## config.mk

```make
export PLATFORM = sky130hd
export DESIGN_NAME = sp_ram_dual_be
export DESIGN_NICKNAME = d
export VERILOG_FILES = /design/src/rtl/sp_ram_dual_be.sv
export SDC_FILE = /design/constraint.sdc
export NUM_CORES = 1
export LEC_CHECK = 0
export CORE_UTILIZATION = 60
export DETAILED_ROUTE_END_ITERATION = 10
export GPL_TIMING_DRIVEN = 0
export PLACE_DENSITY = 0.91
export SLEW_MARGIN = 20
export SYNTH_ARGS = -nofsm -noshare
export SYNTH_HDL_FRONTEND = slang
export SYNTH_SLANG_ARGS = --single-unit
```

## constraint.sdc

```tcl
create_clock -name clk -period 2.4 [get_ports clk]
set_input_delay 0.24 -clock clk [delete_from_list [all_inputs] [get_ports clk]]
set_output_delay 0.24 -clock clk [all_outputs]
set_load 0.02 [all_outputs]
```

## src/rtl/sp_ram_dual_be.sv

```systemverilog
// Byte-enabled single-clock RAM with one write and one read port, self-clearing INIT sequence.
// Optional macro SP_RAM_OUT_REG_EN adds an output register stage (read/error latency 2 instead of 1).
module sp_ram_dual_be #(
    parameter int WIDTH  = 16,
    parameter int ADDR_W = 4
) (
    input  logic              clk,
    input  logic              rstn,
    input  logic              clr_req,
    input  logic              wr_en,
    input  logic [ADDR_W-1:0] wr_addr,
    input  logic [WIDTH/8-1:0] wr_be,
    input  logic [WIDTH-1:0]  wr_data,
    input  logic              rd_en,
    input  logic [ADDR_W-1:0] rd_addr,
    output logic [WIDTH-1:0]  rd_data,
    output logic              rd_valid,
    output logic              init_done,
    output logic              acc_err
);

    localparam int NB    = WIDTH / 8;
    localparam int DEPTH = 2 ** ADDR_W;
    localparam logic [ADDR_W:0] LAST_CNT = (ADDR_W + 1)'(DEPTH - 1);

    typedef enum logic [0:0] {
        ST_INIT  = 1'b0,
        ST_READY = 1'b1
    } state_t;

    state_t              state_r;
    state_t              state_nxt_s;
    logic [ADDR_W:0]     cnt_r;
    logic [ADDR_W:0]     cnt_nxt_s;
    logic                init_done_r;

    logic [WIDTH-1:0]    mem_r [DEPTH];

    logic                mem_we_s;
    logic [ADDR_W-1:0]   mem_waddr_s;
    logic [NB-1:0]       mem_wmask_s;
    logic [WIDTH-1:0]    mem_wdata_s;

    logic                rd_acc_s;
    logic                drop_s;
    logic [NB-1:0]       hit_be_s;
    logic [WIDTH-1:0]    rd_merge_s;

    logic [WIDTH-1:0]    rd_data_r;
    logic                rd_valid_r;
    logic                acc_err_r;

    // Replace the bytes of old_w selected by be with the matching bytes of new_w.
    function automatic logic [WIDTH-1:0] merge_bytes(
        input logic [WIDTH-1:0] old_w,
        input logic [WIDTH-1:0] new_w,
        input logic [NB-1:0]    be
    );
        logic [WIDTH-1:0] res;
        res = old_w;
        for (int b = 0; b < NB; b++) begin
            if (be[b]) begin
                res[8*b +: 8] = new_w[8*b +: 8];
            end else begin
                res[8*b +: 8] = old_w[8*b +: 8];
            end
        end
        return res;
    endfunction

    // Next-state and clear-counter logic.
    always_comb begin
        state_nxt_s = state_r;
        cnt_nxt_s   = cnt_r;
        case (state_r)
            ST_INIT: begin
                cnt_nxt_s = cnt_r + {{ADDR_W{1'b0}}, 1'b1};
                if (cnt_r == LAST_CNT) begin
                    state_nxt_s = ST_READY;
                end else begin
                    state_nxt_s = ST_INIT;
                end
            end
            ST_READY: begin
                if (clr_req) begin
                    state_nxt_s = ST_INIT;
                    cnt_nxt_s   = {(ADDR_W + 1){1'b0}};
                end else begin
                    state_nxt_s = ST_READY;
                end
            end
            default: begin
                state_nxt_s = ST_INIT;
                cnt_nxt_s   = {(ADDR_W + 1){1'b0}};
            end
        endcase
    end

    // State, counter and init_done registers.
    always_ff @(posedge clk or negedge rstn) begin
        if (!rstn) begin
            state_r     <= ST_INIT;
            cnt_r       <= {(ADDR_W + 1){1'b0}};
            init_done_r <= 1'b0;
        end else begin
            state_r     <= state_nxt_s;
            cnt_r       <= cnt_nxt_s;
            init_done_r <= (state_nxt_s == ST_READY);
        end
    end

    // Memory write port mux: clearing sweep in INIT, user writes in READY; idle while reset is held.
    always_comb begin
        mem_we_s    = 1'b0;
        mem_waddr_s = {ADDR_W{1'b0}};
        mem_wmask_s = {NB{1'b0}};
        mem_wdata_s = {WIDTH{1'b0}};
        case (state_r)
            ST_INIT: begin
                mem_we_s    = rstn;
                mem_waddr_s = cnt_r[ADDR_W-1:0];
                mem_wmask_s = {NB{1'b1}};
            end
            ST_READY: begin
                if (wr_en) begin
                    mem_we_s    = rstn;
                    mem_waddr_s = wr_addr;
                    mem_wmask_s = wr_be;
                    mem_wdata_s = wr_data;
                end else begin
                    mem_we_s    = 1'b0;
                end
            end
            default: begin
                mem_we_s    = 1'b0;
            end
        endcase
    end

    // Storage array; no reset, contents are only cleared by the INIT sweep.
    always_ff @(posedge clk) begin
        if (mem_we_s) begin
            mem_r[mem_waddr_s] <= merge_bytes(mem_r[mem_waddr_s], mem_wdata_s, mem_wmask_s);
        end
    end

    // Read acceptance, dropped-request detection and same-address write-through bypass.
    always_comb begin
        rd_acc_s = (state_r == ST_READY) && rd_en;
        drop_s   = (state_r == ST_INIT) && (wr_en || rd_en);
        if (wr_en && (wr_addr == rd_addr)) begin
            hit_be_s = wr_be;
        end else begin
            hit_be_s = {NB{1'b0}};
        end
        rd_merge_s = merge_bytes(mem_r[rd_addr], wr_data, hit_be_s);
    end

    // First read/error stage; rd_data holds between accepted reads.
    always_ff @(posedge clk or negedge rstn) begin
        if (!rstn) begin
            rd_data_r  <= {WIDTH{1'b0}};
            rd_valid_r <= 1'b0;
            acc_err_r  <= 1'b0;
        end else begin
            rd_valid_r <= rd_acc_s;
            acc_err_r  <= drop_s;
            if (rd_acc_s) begin
                rd_data_r <= rd_merge_s;
            end
        end
    end

`ifdef SP_RAM_OUT_REG_EN
    logic [WIDTH-1:0] rd_data_q_r;
    logic             rd_valid_q_r;
    logic             acc_err_q_r;

    // Extra output stage; bypass was already resolved in the first stage.
    always_ff @(posedge clk or negedge rstn) begin
        if (!rstn) begin
            rd_data_q_r  <= {WIDTH{1'b0}};
            rd_valid_q_r <= 1'b0;
            acc_err_q_r  <= 1'b0;
        end else begin
            rd_data_q_r  <= rd_data_r;
            rd_valid_q_r <= rd_valid_r;
            acc_err_q_r  <= acc_err_r;
        end
    end

    assign rd_data  = rd_data_q_r;
    assign rd_valid = rd_valid_q_r;
    assign acc_err  = acc_err_q_r;
`else
    assign rd_data  = rd_data_r;
    assign rd_valid = rd_valid_r;
    assign acc_err  = acc_err_r;
`endif

    assign init_done = init_done_r;

endmodule
```

==> results.ini, run 1 <==
[pwr]
design_power_total_mw = 12.9
ir_drop_v = 0.000527
p_per_area_mw_per_mm2 = 983
leakage_nw = 4.46

[clocking]
clkTransAtPathRegs_ns = 0.07
cts_buffers = 26
insertion_delay_ns = 0.52
cts_sinks = 280
tritoncts = built
cts_max_level = 1
clock_path_buffers = 3
root_buffer = clkbuf_16

[setup_path]
crit_path_end_kind = register
rrSetupSlack_ns = 0.05
cpPeakStageDelay_ns = 0.66
crit_chain = clkdlybuf4s50_1 -> buf_2 -> clkbuf_1 -> mux4_2 -> a22o_1 -> nor2_1 -> o221ai_1
worstPathArrival_ns = 2.79
slowest_stage = clkbuf_1
r2r_cells = 4
worst_ep_required_time_ns = 2.79
cp-start-kind = input pin
path_class = in -> reg
crit_fanout = 10

[global_route]
track_usage_pct = 28.6
grt_start_max_net_pins = 25
gr-total-overflow = 0
antenna_found_initial = 0
grt_pass1_vias = 6531
grt_pass1_wl_mm = 40.0

[floorplanning]
ios = 50
row_count = 49
die_x_um = 138
initial_core_util_pct = 61.7
die-area_mm2 = 0.0192
coreArea_mm2 = 0.0181
die_h_um = 138

[synthesis]
syn-num-nets = 625
synth_seq_cells = 280
syn_inst = 592
syn_area_mm2 = 0.0112
synth_edf_count = 256
postSynthAreaPerCell_um2 = 18.9
yosysUniqueCellTypes = 37
synthFlopType = edfxtp_1
ys_warn_count = 0
synthArstFlopShare_pct = 8.57
ys_seq_area_share_pct = 74.2

[placement]
routabilityCongestion = 0.913
port_buffers = 48
placed_cells_incl_taps = 869
place_hpwl_mm = 16.3
dp_slack_ns = -0.421

[timing]
fin_skew_ns = 0.0134
period_share_pct = 100
period_needed_ns = 2.41
setup-violations-final = 1
finalHoldViolCount = 0
finalMaxSlewViolations = 0
tightest_slew_ns = 1.20
timing.final.ws_setup_ns = -0.00600
fmax_mhz = 416
relSlewSlack_pct = 20.2

[routing]
wl_met3_mm = 3.32
drt_first_pass_iters = 8
wl_met2_mm = 13.8
drcViolationCount = 17
routed.top_layer = met4
drt_iter0_markers = 1215
finalWirelength_mm = 28.4
wl_met1_mm = 9.80
vias = 6574
final_antenna_net_count = 0
routedWlPerCell_um = 30.7
routed_via_density = 7.11

[status]
violations = design-rule violations, negative setup slack
status = finished, violations left

[layout]
final_cell_mix = edfxtp_1, mux4_2, clkdlybuf4s50_1
fillCellCount = 914
layout-drive-gt1-share_pct = 23.3
fin_nets = 710
synthToLayoutAreaGrowth_pct = 17.7
num_antenna_cells = 0
layout.cells.most_common = edfxtp_1
fin_cells = 924

[hold_path]
hp-class = in -> async

[flow_run]
cap_violations = 0

## through the flow
step	instance area [um^2]	hold WS, ns	utilization (%)	setup TNS [ns]
after global routing	13100	0.279	72.6	-0.435
after floorplan	11200	-0.0556	-	0
after CTS	13000	0.257	72.0	-0.0805
final	13100	0.257	72.6	-0.00600
after detailed placement	11900	0.276	65.9	-75.76
after global placement	11900	0.475	66.0	-242.58
## timing repair
action | in CTS | in global routing
pin swaps | 2 | 4
buffers inserted | 4 | 3
endpoints found under the setup margin | 260 | 376
hold buffers | 2 | 0
resized for setup | 59 | 14
hold endpoints to repair | 24 | 0
## cells in the mapped netlist, types with 2 or more instances
cell | number | area [um^2]
a21boi_0 | 2 | 15.0
edfxtp_1 | 256 | 7690
o22ai_1 | 3 | 18.8
a21oi_1 | 3 | 15.0
a22o_1 | 32 | 280
ha_1 | 2 | 25.0
nor2_1 | 53 | 199
xor2_1 | 5 | 43.8
nor2b_1 | 3 | 18.8
nand4_2 | 2 | 25.0
and3_1 | 17 | 106
clkbuf_1 | 17 | 63.8
nand2b_1 | 4 | 25.0
mux4_2 | 64 | 1440
nand4b_1 | 2 | 17.5
buf_1 | 2 | 7.51
nor3_1 | 2 | 10.0
o21ai_0 | 7 | 35.0
o221ai_1 | 16 | 140
inv_1 | 20 | 75.1
dfrtp_1 | 24 | 601
nand3b_1 | 2 | 15.0
buf_4 | 2 | 15.0
nand2_1 | 30 | 113
a31o_2 | 2 | 17.5
buf_6 | 2 | 22.5
buf_2 | 8 | 40.0
## report_power, final
| part | switching, mW | internal, mW |
|---|---|---|
| Sequential | 0.285 | 6.06 |
| Clock | 1.70 | 2.17 |
| Combinational | 1.77 | 0.929 |
| Total | 3.76 | 9.15 |
## registers in the layout (all words and copies together) (netlist names)
register,cells
cnt_r,5
rd_data,16
rd_valid,1
mem_r,256
init_done,1
acc_err,1
## final timing paths
path,end,start
max in group asynchronous,rd_data[9],rstn
min reg2reg,rd_data[12],rd_data[12]
min,rd_data[4],rstn
max,rd_data[14],rd_addr[2]
min in group clk,acc_err,rd_en
max reg2reg,mem_r[2][6],init_done
## routing by layer
layer	up-vias	track usage, %
li1	2554	-
met5	-	0
met2	605	48.1
met1	3291	37.8
met4	0	10.5
met3	124	5.20
## cell families (layout without fill, tap and decap cells)
logic type                 Yosys count  after routing  synth area share [%]
and+or+nand+nor                    121            121                  5.25
DFF                                280            280                  74.2
buffers and inverters               51            154                  2.01
muxes                               65             65                  13.0
xor gates and xnor gates             6              6                 0.471
AOI/OAI and AO/OA                   67             67                  4.81
adders and majority gates            2              2                 0.224
## worst max-delay path: cells and delay by family
kind                   cells  cell delay [ns]
buffers and inverters      3             1.50
AOI/OAI and AO/OA          2             0.41
and+or+nand+nor            1             0.20
muxes                      1             0.43
## area by class of cell
class	instances	area [um^2]	share of cell area (%)
Timing Repair Buffer	57	646	4.92
Clock buffer	44	769	5.86
Tap cell	229	287	2.18
Multi-Input combinational cell	261	2910	22.1
Inverter	20	75.1	0.572
Buffer	31	151	1.15
Clock inverter	2	8.76	0.0667
Sequential cell	280	8290	63.1
Power figures use the tool's default switching activity.
==> inputs of run 2 (changes only) <==
Settings changed: REMOVE_ABC_BUFFERS set to 1.
==> run 2 against run 1 <==
Against the previous run:
- the flow finishes with violations (design-rule violations)
- non-clock buffer count down 35
- sequential share of layout area is 1.8 points higher
- cell count shrank 3.8%
- die area did not move
- total power fell by 3.9%
- routed wire length down 14%
- clock skew is 0.016 ns higher
- design area down 2.7%
- critical path depth shrank 3
- clock-buffer cell count shrank 3
- largest cell class unchanged
- highest routed layer unchanged
==> results.ini, run 2 (synthesized netlist as in run 1, its figures left out) <==
[pwr]
design_power_total_mw = 12.4  ; -3.9%
p_sw_share_pct = 27.6  ; -1.5 points
p_comb_share_pct = 18.1  ; -2.8 points
leakage_nw = 4.34  ; -2.6%
p_per_area_mw_per_mm2 = 971  ; -1.2%
clkPwrFrac_pct = 30.3  ; +0.3 points
switching_power_mw = 3.43  ; -9.0%
p_int_mw = 8.99  ; -1.8%
ir_drop_v = 0.000455  ; -14%
seq_power_share_pct = 51.6  ; +2.5 points

[hold_path]
hp-class = in -> async

[flow_run]
cap_violations = 0  ; unchanged

[status]
violations = design-rule violations
status = finished, violations left

[timing]
finalHoldViolCount = 0  ; unchanged
finalMaxSlewViolations = 0  ; unchanged
relSlewSlack_pct = 35.3  ; +15 points
fin_skew_ns = 0.0294  ; +0.0160 ns
period_needed_ns = 2.39  ; -0.0151 ns
setup-violations-final = 0  ; -1
timing.final.ws_setup_ns = 0.00906  ; +0.0151 ns
period_share_pct = 99.6  ; -0.63 points
whs_ns = 0.274  ; +0.0178 ns
rsz0062_at_grt = true
final.setup.tns_ns = 0  ; +0.00600 ns
fmax_mhz = 418  ; +0.63%
tightest_slew_ns = 0.967  ; -0.229 ns

[routing]
vias = 6133  ; -6.7%
routedWlPerCell_um = 27.4  ; -11%
finalWirelength_mm = 24.3  ; -14%
drcViolationCount = 12  ; -5
final_antenna_net_count = 0  ; unchanged
routed_via_density = 6.90  ; -3.0%
drt_first_pass_iters = 10  ; +2
drt_iter0_markers = 1135  ; -6.6%

[floorplanning]
die-area_mm2 = 0.0192  ; unchanged
coreArea_mm2 = 0.0181  ; unchanged
die_x_um = 138  ; unchanged
die_h_um = 138  ; unchanged
row_count = 49  ; unchanged
ios = 50  ; unchanged
initial_core_util_pct = 61.7  ; unchanged

[setup_path]
crit_fanout = 48  ; +38
worstPathArrival_ns = 2.56  ; -0.23 ns
path_class = reg -> reg
worst_ep_required_time_ns = 2.57  ; -0.22 ns
crit_path_end_kind = register
cp-start-kind = register

[layout]
largest_reg_flops = 256  ; unchanged
final_cell_mix = edfxtp_1, mux4_2, clkdlybuf4s50_1
finalInstanceArea_mm2 = 0.0128  ; -2.7%
fin_cells = 889  ; -3.8%
layout-drive-gt1-share_pct = 22.7  ; -0.58 points
final_util_pct = 70.7  ; -2.0 points
fillCellCount = 924  ; +1.1%
largest-register = mem_r
fin_nets = 674  ; -5.1%
layout.cells.most_common = edfxtp_1
num_antenna_cells = 0  ; unchanged
synthToLayoutAreaGrowth_pct = 14.5

[global_route]
antenna_found_initial = 0  ; unchanged
grt_pass1_vias = 6036  ; -7.6%
grt_start_max_net_pins = 49  ; +96%
track_usage_pct = 26.1  ; -2.5 points
grt_pass1_wl_mm = 37.0  ; -7.4%
gr-total-overflow = 0  ; unchanged

[clocking]
cts_buffers = 25  ; -3.8%
clkTransAtPathRegs_ns = 0.06  ; about the same
cts_max_level = 1  ; unchanged
clock_path_buffers = 3  ; unchanged
cts_setup_buffers = 0  ; -4
tritoncts = built
root_buffer = clkbuf_16
cts_sinks = 280  ; unchanged
insertion_delay_ns = 0.54  ; +0.02 ns

[placement]
place_hpwl_mm = 14.6  ; -10%
place_area_mm2 = 0.0118  ; -0.68%
dp_slack_ns = -0.997  ; -0.576 ns
port_buffers = 49  ; +2.1%
routabilityCongestion = 0.784  ; -14%
placed_cells_incl_taps = 841  ; -3.2%

-- run 2: cell types whose count changed in the layout (fill, tap and decap cells not counted), moves of 3 or more --
cell	before	now
buf_12	8	1
nor2_2	6	27
clkbuf_1	29	10
nor2_4	26	5
buf_2	9	1
clkbuf_8	3	6
-- run 2: worst paths after layout --
path / start / endpoint / slack [ns] / cells after the start
setup / recovery: init_done / mem_r[1][4] / 0.009 / 4
hold / removal: rstn / rd_data[7] / 0.27 / 3
setup reg to reg: init_done / mem_r[1][4] / 0.009 / 4
hold reg to reg: rd_data[8] / rd_data[8] / 0.50 / 2
max in group asynchronous: rstn / rd_data[9] / 1.95 / 3
min in group clk: wr_data[8] / rd_data[8] / 0.34 / 3
-- run 2: per-layer routing --
layer	GRT usage [%]	share of wire (%)	vias to the layer above
met5	0	0	-
met4	6.92	2.4	0
met3	4.23	11	61
met2	41.7	49	494
met1	38.2	37	3089
li1	-	-	2489
-- run 2: critical path: stages, from the launching register on --
cell	delay, ns
dfrtp_4	0.70
nor3_1	0.32
a21oi_1	0.10
nand2b_1	0.30
nor2_1	0.59
-- run 2: repair_timing --
action	CTS	global route
resized for setup	27	20
endpoints found under the hold margin	24	0
hold buffers	2	0
endpoints found under the setup margin	273	231
pin swaps	0	0
-- run 2: final cells by class --
cell class	instances	area (um^2)	area share [%]
clock buffer	41	746	5.83
clock inverter	5	26.3	0.206
inverter	20	75.1	0.587
multi-input combinational	261	2790	21.8
sequential	280	8290	64.9
tap	229	287	2.24
timing repair buffer	53	571	4.46
-- run 2: power by group through the flow --
stage	Combinational (mW)	Clock [mW]	Sequential (mW)
after floorplan	1.03	0	6.51
after global placement	1.92	0	6.39
after detailed placement	1.99	0	6.47
after CTS	2.12	3.78	6.39
after global routing	2.37	3.95	6.45
final	2.24	3.76	6.41
